## src/rtl/iic_slave.sv

```systemverilog
`timescale 1ns/1ps
// iic_slave: I2C target exposing a byte-addressed memory, oversampled on sys_clk.
// Define IIC_SLAVE_WP_EN to add the wp input, which refuses (NACKs) data bytes.
module iic_slave #(
   parameter logic [6:0] DEVICE_ADD = 7'b1010011,
   parameter bit         ADDR_16BIT = 1'b1,
   parameter int         MEM_DEPTH  = 256
) (
   input  logic        sys_clk,
   input  logic        sys_rst_n,
   input  logic        scl,
   input  logic        sda_i,
`ifdef IIC_SLAVE_WP_EN
   input  logic        wp,
`endif
   output logic        sda_oe,
   output logic        wr_strobe,
   output logic [15:0] wr_addr,
   output logic [7:0]  wr_data,
   output logic        busy
);

   localparam int AW = $clog2(MEM_DEPTH);
   localparam logic [15:0] PTR_MASK = 16'(MEM_DEPTH - 1);

   localparam logic [3:0] IDLE       = 4'd0;
   localparam logic [3:0] DEV        = 4'd1;
   localparam logic [3:0] DEV_ACK    = 4'd2;
   localparam logic [3:0] ADDR_H     = 4'd3;
   localparam logic [3:0] ADDR_H_ACK = 4'd4;
   localparam logic [3:0] ADDR_L     = 4'd5;
   localparam logic [3:0] ADDR_L_ACK = 4'd6;
   localparam logic [3:0] WDATA      = 4'd7;
   localparam logic [3:0] WDATA_ACK  = 4'd8;
   localparam logic [3:0] RDATA      = 4'd9;
   localparam logic [3:0] RDATA_ACK  = 4'd10;
   localparam logic [3:0] WAIT_STOP  = 4'd11;

   logic [1:0]  scl_sync, sda_sync;
   logic        scl_d, sda_d, scl_s, sda_s;
   logic        scl_rise, scl_fall, start, stop;
   logic [3:0]  state;
   logic [2:0]  bit_cnt, cnt_inc;
   logic [6:0]  rx_sr;
   logic [7:0]  rx_next, tx_sr, rd_byte;
   logic [15:0] ptr, ptr_inc;
   logic        rw, wp_act, byte_done, mem_we;
   logic [7:0]  mem [MEM_DEPTH];

`ifdef IIC_SLAVE_WP_EN
   assign wp_act = wp;
`else
   assign wp_act = 1'b0;
`endif

   // Synchronizers idle high so reset release on a quiet bus creates no edges
   always_ff @(posedge sys_clk or negedge sys_rst_n) begin
      if (!sys_rst_n) begin
         scl_sync <= 2'b11;
         sda_sync <= 2'b11;
         scl_d    <= 1'b1;
         sda_d    <= 1'b1;
      end else begin
         scl_sync <= {scl_sync[0], scl};
         sda_sync <= {sda_sync[0], sda_i};
         scl_d    <= scl_sync[1];
         sda_d    <= sda_sync[1];
      end
   end

   assign scl_s     = scl_sync[1];
   assign sda_s     = sda_sync[1];
   assign scl_rise  = scl_s & ~scl_d;
   assign scl_fall  = ~scl_s & scl_d;
   assign start     = scl_s & scl_d & sda_d & ~sda_s;
   assign stop      = scl_s & scl_d & ~sda_d & sda_s;
   assign rx_next   = {rx_sr, sda_s};
   assign cnt_inc   = bit_cnt + 3'd1;
   assign ptr_inc   = (ptr + 16'd1) & PTR_MASK;
   assign rd_byte   = mem[ptr[AW-1:0]];
   assign byte_done = scl_rise && (bit_cnt == 3'd7);
   assign mem_we    = (state == WDATA) && byte_done && !wp_act;

   always_ff @(posedge sys_clk) begin
      if (mem_we)
         mem[ptr[AW-1:0]] <= rx_next;
   end

   // Protocol engine; START/STOP override whatever byte phase is in progress
   always_ff @(posedge sys_clk or negedge sys_rst_n) begin
      if (!sys_rst_n) begin
         state     <= IDLE;
         bit_cnt   <= '0;
         rx_sr     <= '0;
         tx_sr     <= '0;
         ptr       <= '0;
         rw        <= 1'b0;
         sda_oe    <= 1'b0;
         wr_strobe <= 1'b0;
         wr_addr   <= '0;
         wr_data   <= '0;
         busy      <= 1'b0;
      end else begin
         wr_strobe <= 1'b0;
         if (scl_rise)
            rx_sr <= rx_next[6:0];
         if (start) begin
            state   <= DEV;
            bit_cnt <= '0;
         end else if (stop) begin
            state  <= IDLE;
            sda_oe <= 1'b0;
            busy   <= 1'b0;
         end else begin
            case (state)
               DEV: if (scl_rise) begin
                  bit_cnt <= cnt_inc;
                  if (byte_done) begin
                     if (rx_next[7:1] == DEVICE_ADD) begin
                        state <= DEV_ACK;
                        rw    <= rx_next[0];
                        busy  <= 1'b1;
                     end else begin
                        state <= IDLE;
                        busy  <= 1'b0;
                     end
                  end
               end
               ADDR_H: if (scl_rise) begin
                  bit_cnt <= cnt_inc;
                  if (byte_done) begin
                     ptr   <= {rx_next, ptr[7:0]} & PTR_MASK;
                     state <= ADDR_H_ACK;
                  end
               end
               ADDR_L: if (scl_rise) begin
                  bit_cnt <= cnt_inc;
                  if (byte_done) begin
                     ptr   <= {ptr[15:8], rx_next} & PTR_MASK;
                     state <= ADDR_L_ACK;
                  end
               end
               WDATA: if (scl_rise) begin
                  bit_cnt <= cnt_inc;
                  if (byte_done) begin
                     if (wp_act) begin
                        state <= WAIT_STOP;
                     end else begin
                        wr_strobe <= 1'b1;
                        wr_addr   <= ptr;
                        wr_data   <= rx_next;
                        ptr       <= ptr_inc;
                        state     <= WDATA_ACK;
                     end
                  end
               end
               // First falling edge pulls sda low, the second one ends the ACK slot
               DEV_ACK, ADDR_H_ACK, ADDR_L_ACK, WDATA_ACK: if (scl_fall) begin
                  if (!sda_oe) begin
                     sda_oe <= 1'b1;
                  end else begin
                     bit_cnt <= '0;
                     sda_oe  <= 1'b0;
                     case (state)
                        DEV_ACK:
                           if (rw) begin
                              state  <= RDATA;
                              tx_sr  <= rd_byte;
                              sda_oe <= ~rd_byte[7];
                           end else begin
                              state <= ADDR_16BIT ? ADDR_H : ADDR_L;
                           end
                        ADDR_H_ACK: state <= ADDR_L;
                        default:    state <= WDATA;
                     endcase
                  end
               end
               RDATA: if (scl_fall) begin
                  bit_cnt <= cnt_inc;
                  if (bit_cnt == 3'd7) begin
                     sda_oe <= 1'b0;
                     state  <= RDATA_ACK;
                  end else begin
                     sda_oe <= ~tx_sr[~cnt_inc];
                  end
               end
               RDATA_ACK: begin
                  if (scl_rise) begin
                     if (sda_s)
                        state <= WAIT_STOP;
                     else
                        ptr <= ptr_inc;
                  end else if (scl_fall) begin
                     bit_cnt <= '0;
                     tx_sr   <= rd_byte;
                     sda_oe  <= ~rd_byte[7];
                     state   <= RDATA;
                  end
               end
               IDLE, WAIT_STOP: begin
               end
               default: state <= IDLE;
            endcase
         end
      end
   end

endmodule

```

## config.mk

```make
export PLATFORM = sky130hd
export DESIGN_NAME = iic_slave
export DESIGN_NICKNAME = d
export VERILOG_FILES = /design/src/rtl/iic_slave.sv
export SDC_FILE = /design/constraint.sdc
export NUM_CORES = 2
export LEC_CHECK = 0
export ABC_CLOCK_PERIOD_IN_PS = 5300
export BUFFER_PORTS_ARGS = -buffer_cell sky130_fd_sc_hd__buf_2
export CORE_UTILIZATION = 55
export CTS_BUF_LIST = sky130_fd_sc_hd__clkbuf_4 sky130_fd_sc_hd__clkbuf_8 sky130_fd_sc_hd__clkbuf_16
export DETAILED_ROUTE_END_ITERATION = 7
export PLACE_DENSITY = 0.73
export SLEW_MARGIN = 10
export SYNTH_ARGS = -nofsm -noshare
export SYNTH_HDL_FRONTEND = slang
export SYNTH_SLANG_ARGS = --single-unit
```

## constraint.sdc

```tcl
create_clock -name sys_clk -period 5.3 [get_ports sys_clk]
set_clock_uncertainty 0.2 [all_clocks]
set_input_delay 0 -clock sys_clk [delete_from_list [all_inputs] [get_ports sys_clk]]
set_output_delay 0 -clock sys_clk [all_outputs]
set_load 0.01 [all_outputs]
```

==> impl_results.md <==
* Leak at 27.92 nW
* CTS root buffer: clkbuf_16
* H-tree Lvls at 4
* Initial antenna violation count at 4
* Row count at 141
* Final wirelength at 199700 um
* Register area share after synthesis at 76.46%
* Setup tns final at 0 ns
* Deepest clock path buffer count at 3
* Post-Syn Area per Cell at 21.92 um^2
* Port bufs at 22
* Vias per cell at 6.680
* Post-synthesis instance total at 3754
* Clock Latency Late Sink at 0.86 ns
* CTS tree: done
* Starting Density at 55.58%
* First-pass GRT wire length at 288400 um
* Tot Pwr at 43.74 mW
* TritonCTS Sinks at 2104
* Fin cells at 6016
* Setup violators final at 0
* Core Region at 148000 um^2
* Worst VDD drop at 482.6 uV
* Die Wd at 388.8 um
* Pin count of the biggest net entering global routing at 198
* Post-CTS Setup Bufs at 0
* Number of global-route vias before repair at 39880
* Post-synth EDFFs at 2048
* Clock slew at reported path FFs at 0.07 ns
* Wire per inst at 33.20 um
* Post-route DRC violation count at 0
* Data required time of the critical path at 5.83 ns
* Fin crit share at 80.73%
* Worst-margin pin slew at 1.261 ns
* Highest clock rate at 0.2337 GHz
* I/O pins at 31
* Layout area overhead at 11.92%
* Placed cell count at 5633
* HPWL Detailed at 120500 um
* CP arrival at 4.81 ns
* Pwr dens at 475.0 nW/um^2
* Async S/R FF share, synth at 2.662%
* Routed vias at 40190
* First drt pass iteration count at 7
* Number of CTS-inserted buffers at 202
* Global-route usage over all layers at 26.86%
* Min-delay worst type: reg2reg
* CP Launch Type: register
* Kind of critical path: reg2reg
* Post-synth top flop: edfxtp_1
* Worst setup EP type: register
* Fin util at 62.21%
* Mapped Area at 82270 um^2
* Nets at 3926
* FILL cells at 9576
* Gpl congestion at 0.9380
* Endpoints failing hold at 0
* Layout cells sized above 1 at 29.21%
* Tmin final at 4.279 ns
* Pins Over Slew Limit at 0
* CP Max Fanout at 75
* Rel. slew slack at 15.91%
* Worst Hold Margin at 0.1614 ns
* Starting DRT DRC Count at 5838
* RSZ-0062 raised after global routing: no
* Die Y at 388.8 um
* FF+latch count, synth at 2104
* Post-synthesis cell type count at 62
* Max-cap violations at 0
* Overflow after GRT at 0
* Die area at 151100 um^2
* Antenna Violating Nets Remaining at 0
* Status: finished clean
* Yosys warns at 0
==> state kept, by name, summed over array words and instances (netlist names), 3 cells and up <==
register and cells:
bit_cnt 3, mem 2048, ptr 8, rx_sr 7, state 4, tx_sr 8
wr_addr 8, wr_data 8
==> placed cells by master (no fill, tap or decap), drive strengths merged, types with 12 or more instances in the layout <==
cell type and n:
edfxtp 2048, mux4 600, nor2 283, clkbuf 260, buf 180, clkinv 89
mux2i 69, nand2 62, nand3 56, dfrtp 50, a21oi 42, mux2 40
o21ai 37, nor2b 34, inv 21, nor3 20, a31oi 15, o22ai 13
nand4 12, bufinv 12
==> report_power, final <==
part	total (mW)	switching (mW)	internal [mW]
Sequential	20.6	0.693	19.9
Combinational	8.88	5.35	3.53
Clock	14.3	6.15	8.13
==> final timing paths <==
path	from	to	slack, ns	cells after the start
setup / recovery	ptr[1]	tx_sr[7]	1.02	8
hold / removal	sda_sync[0]	sda_sync[1]	0.16	0
setup reg to reg	ptr[1]	tx_sr[7]	1.02	8
hold reg to reg	sda_sync[0]	sda_sync[1]	0.16	0
max in group asynchronous	sys_rst_n	ptr[3]	3.89	4
min in group asynchronous	sys_rst_n	wr_data[2]	0.25	4
==> per-layer routing <==
| metal | up-vias | track usage (%) | share of wire, % |
|---|---|---|---|
| li1 | 16040 | - | - |
| met1 | 21200 | 37.69 | 38 |
| met2 | 2537 | 41.99 | 48 |
| met3 | 414 | 6.233 | 11 |
| met4 | 2 | 9.249 | 3.5 |
| met5 | - | 0 | 0.0065 |
==> synth_stat cells (34+ instances only) <==
master       n  area (um^2)
nand3_1     56        280.3
edfxtp_1  2048        61500
nor2_1     283         1062
nand2_1     62        232.7
mux2_2      40        450.4
buf_2       77        385.4
a21oi_1     42        210.2
clkbuf_1   105        394.1
dfrtp_1     50         1251
o21ai_0     35        175.2
nor2b_1     34        212.7
mux2i_1     69        690.7
mux4_2     600        13510
==> final cells by class <==
class / instances / area (um^2) / share of cell area (%)
Clock buffer: 260 / 5654 / 6.140
Timing Repair Buffer: 186 / 1744 / 1.894
Sequential cell: 2104 / 62950 / 68.37
Clock inverter: 115 / 985.9 / 1.071
Antenna cell: 2 / 5.005 / 0.005435
Multi-Input combinational cell: 1403 / 18260 / 19.83
Inverter: 16 / 60.06 / 0.06522
Tap cell: 1930 / 2415 / 2.623
==> worst max-delay path: stages (launching register included) <==
cell and delay (ns):
dfrtp_4 1.10, buf_12 0.50, mux4_2 0.60, nand2_1 0.09, a41oi_1 0.23, a31oi_1 0.52, o31ai_1 0.26, o32a_1 0.28
mux2_2 0.28
==> what timing repair did <==
| item | in CTS | in global routing |
|---|---|---|
| gates resized for setup | 0 | 0 |
| hold buffers | 6 | 0 |
| hold endpoints to repair | 58 | 0 |
| endpoints found under the setup margin | 0 | 0 |
==> logic make-up (layout without fill, tap and decap cells) <==
family,count (synthesis),in the layout,share of synthesized area [%]
and+or+nand+nor,504,504,2.706
AOI/OAI and AO/OA,173,173,1.382
adders and majority gates,9,9,0.1369
other,1,10,0.004558
buffers and inverters,254,577,1.495
DFF,2104,2104,76.46
muxes,709,709,17.81
==> through the flow <==
step | area [um^2] | setup slack [ns]
2_1_floorplan | 82300 | 0.5661
3_3_place_gp | 85370 | 1.167
3_5_place_dp | 85380 | 1.131
4_1_cts | 92080 | 1.124
5_1_grt | 92080 | 0.9843
6_report | 92080 | 1.021
(Power assumes the default switching activity.)
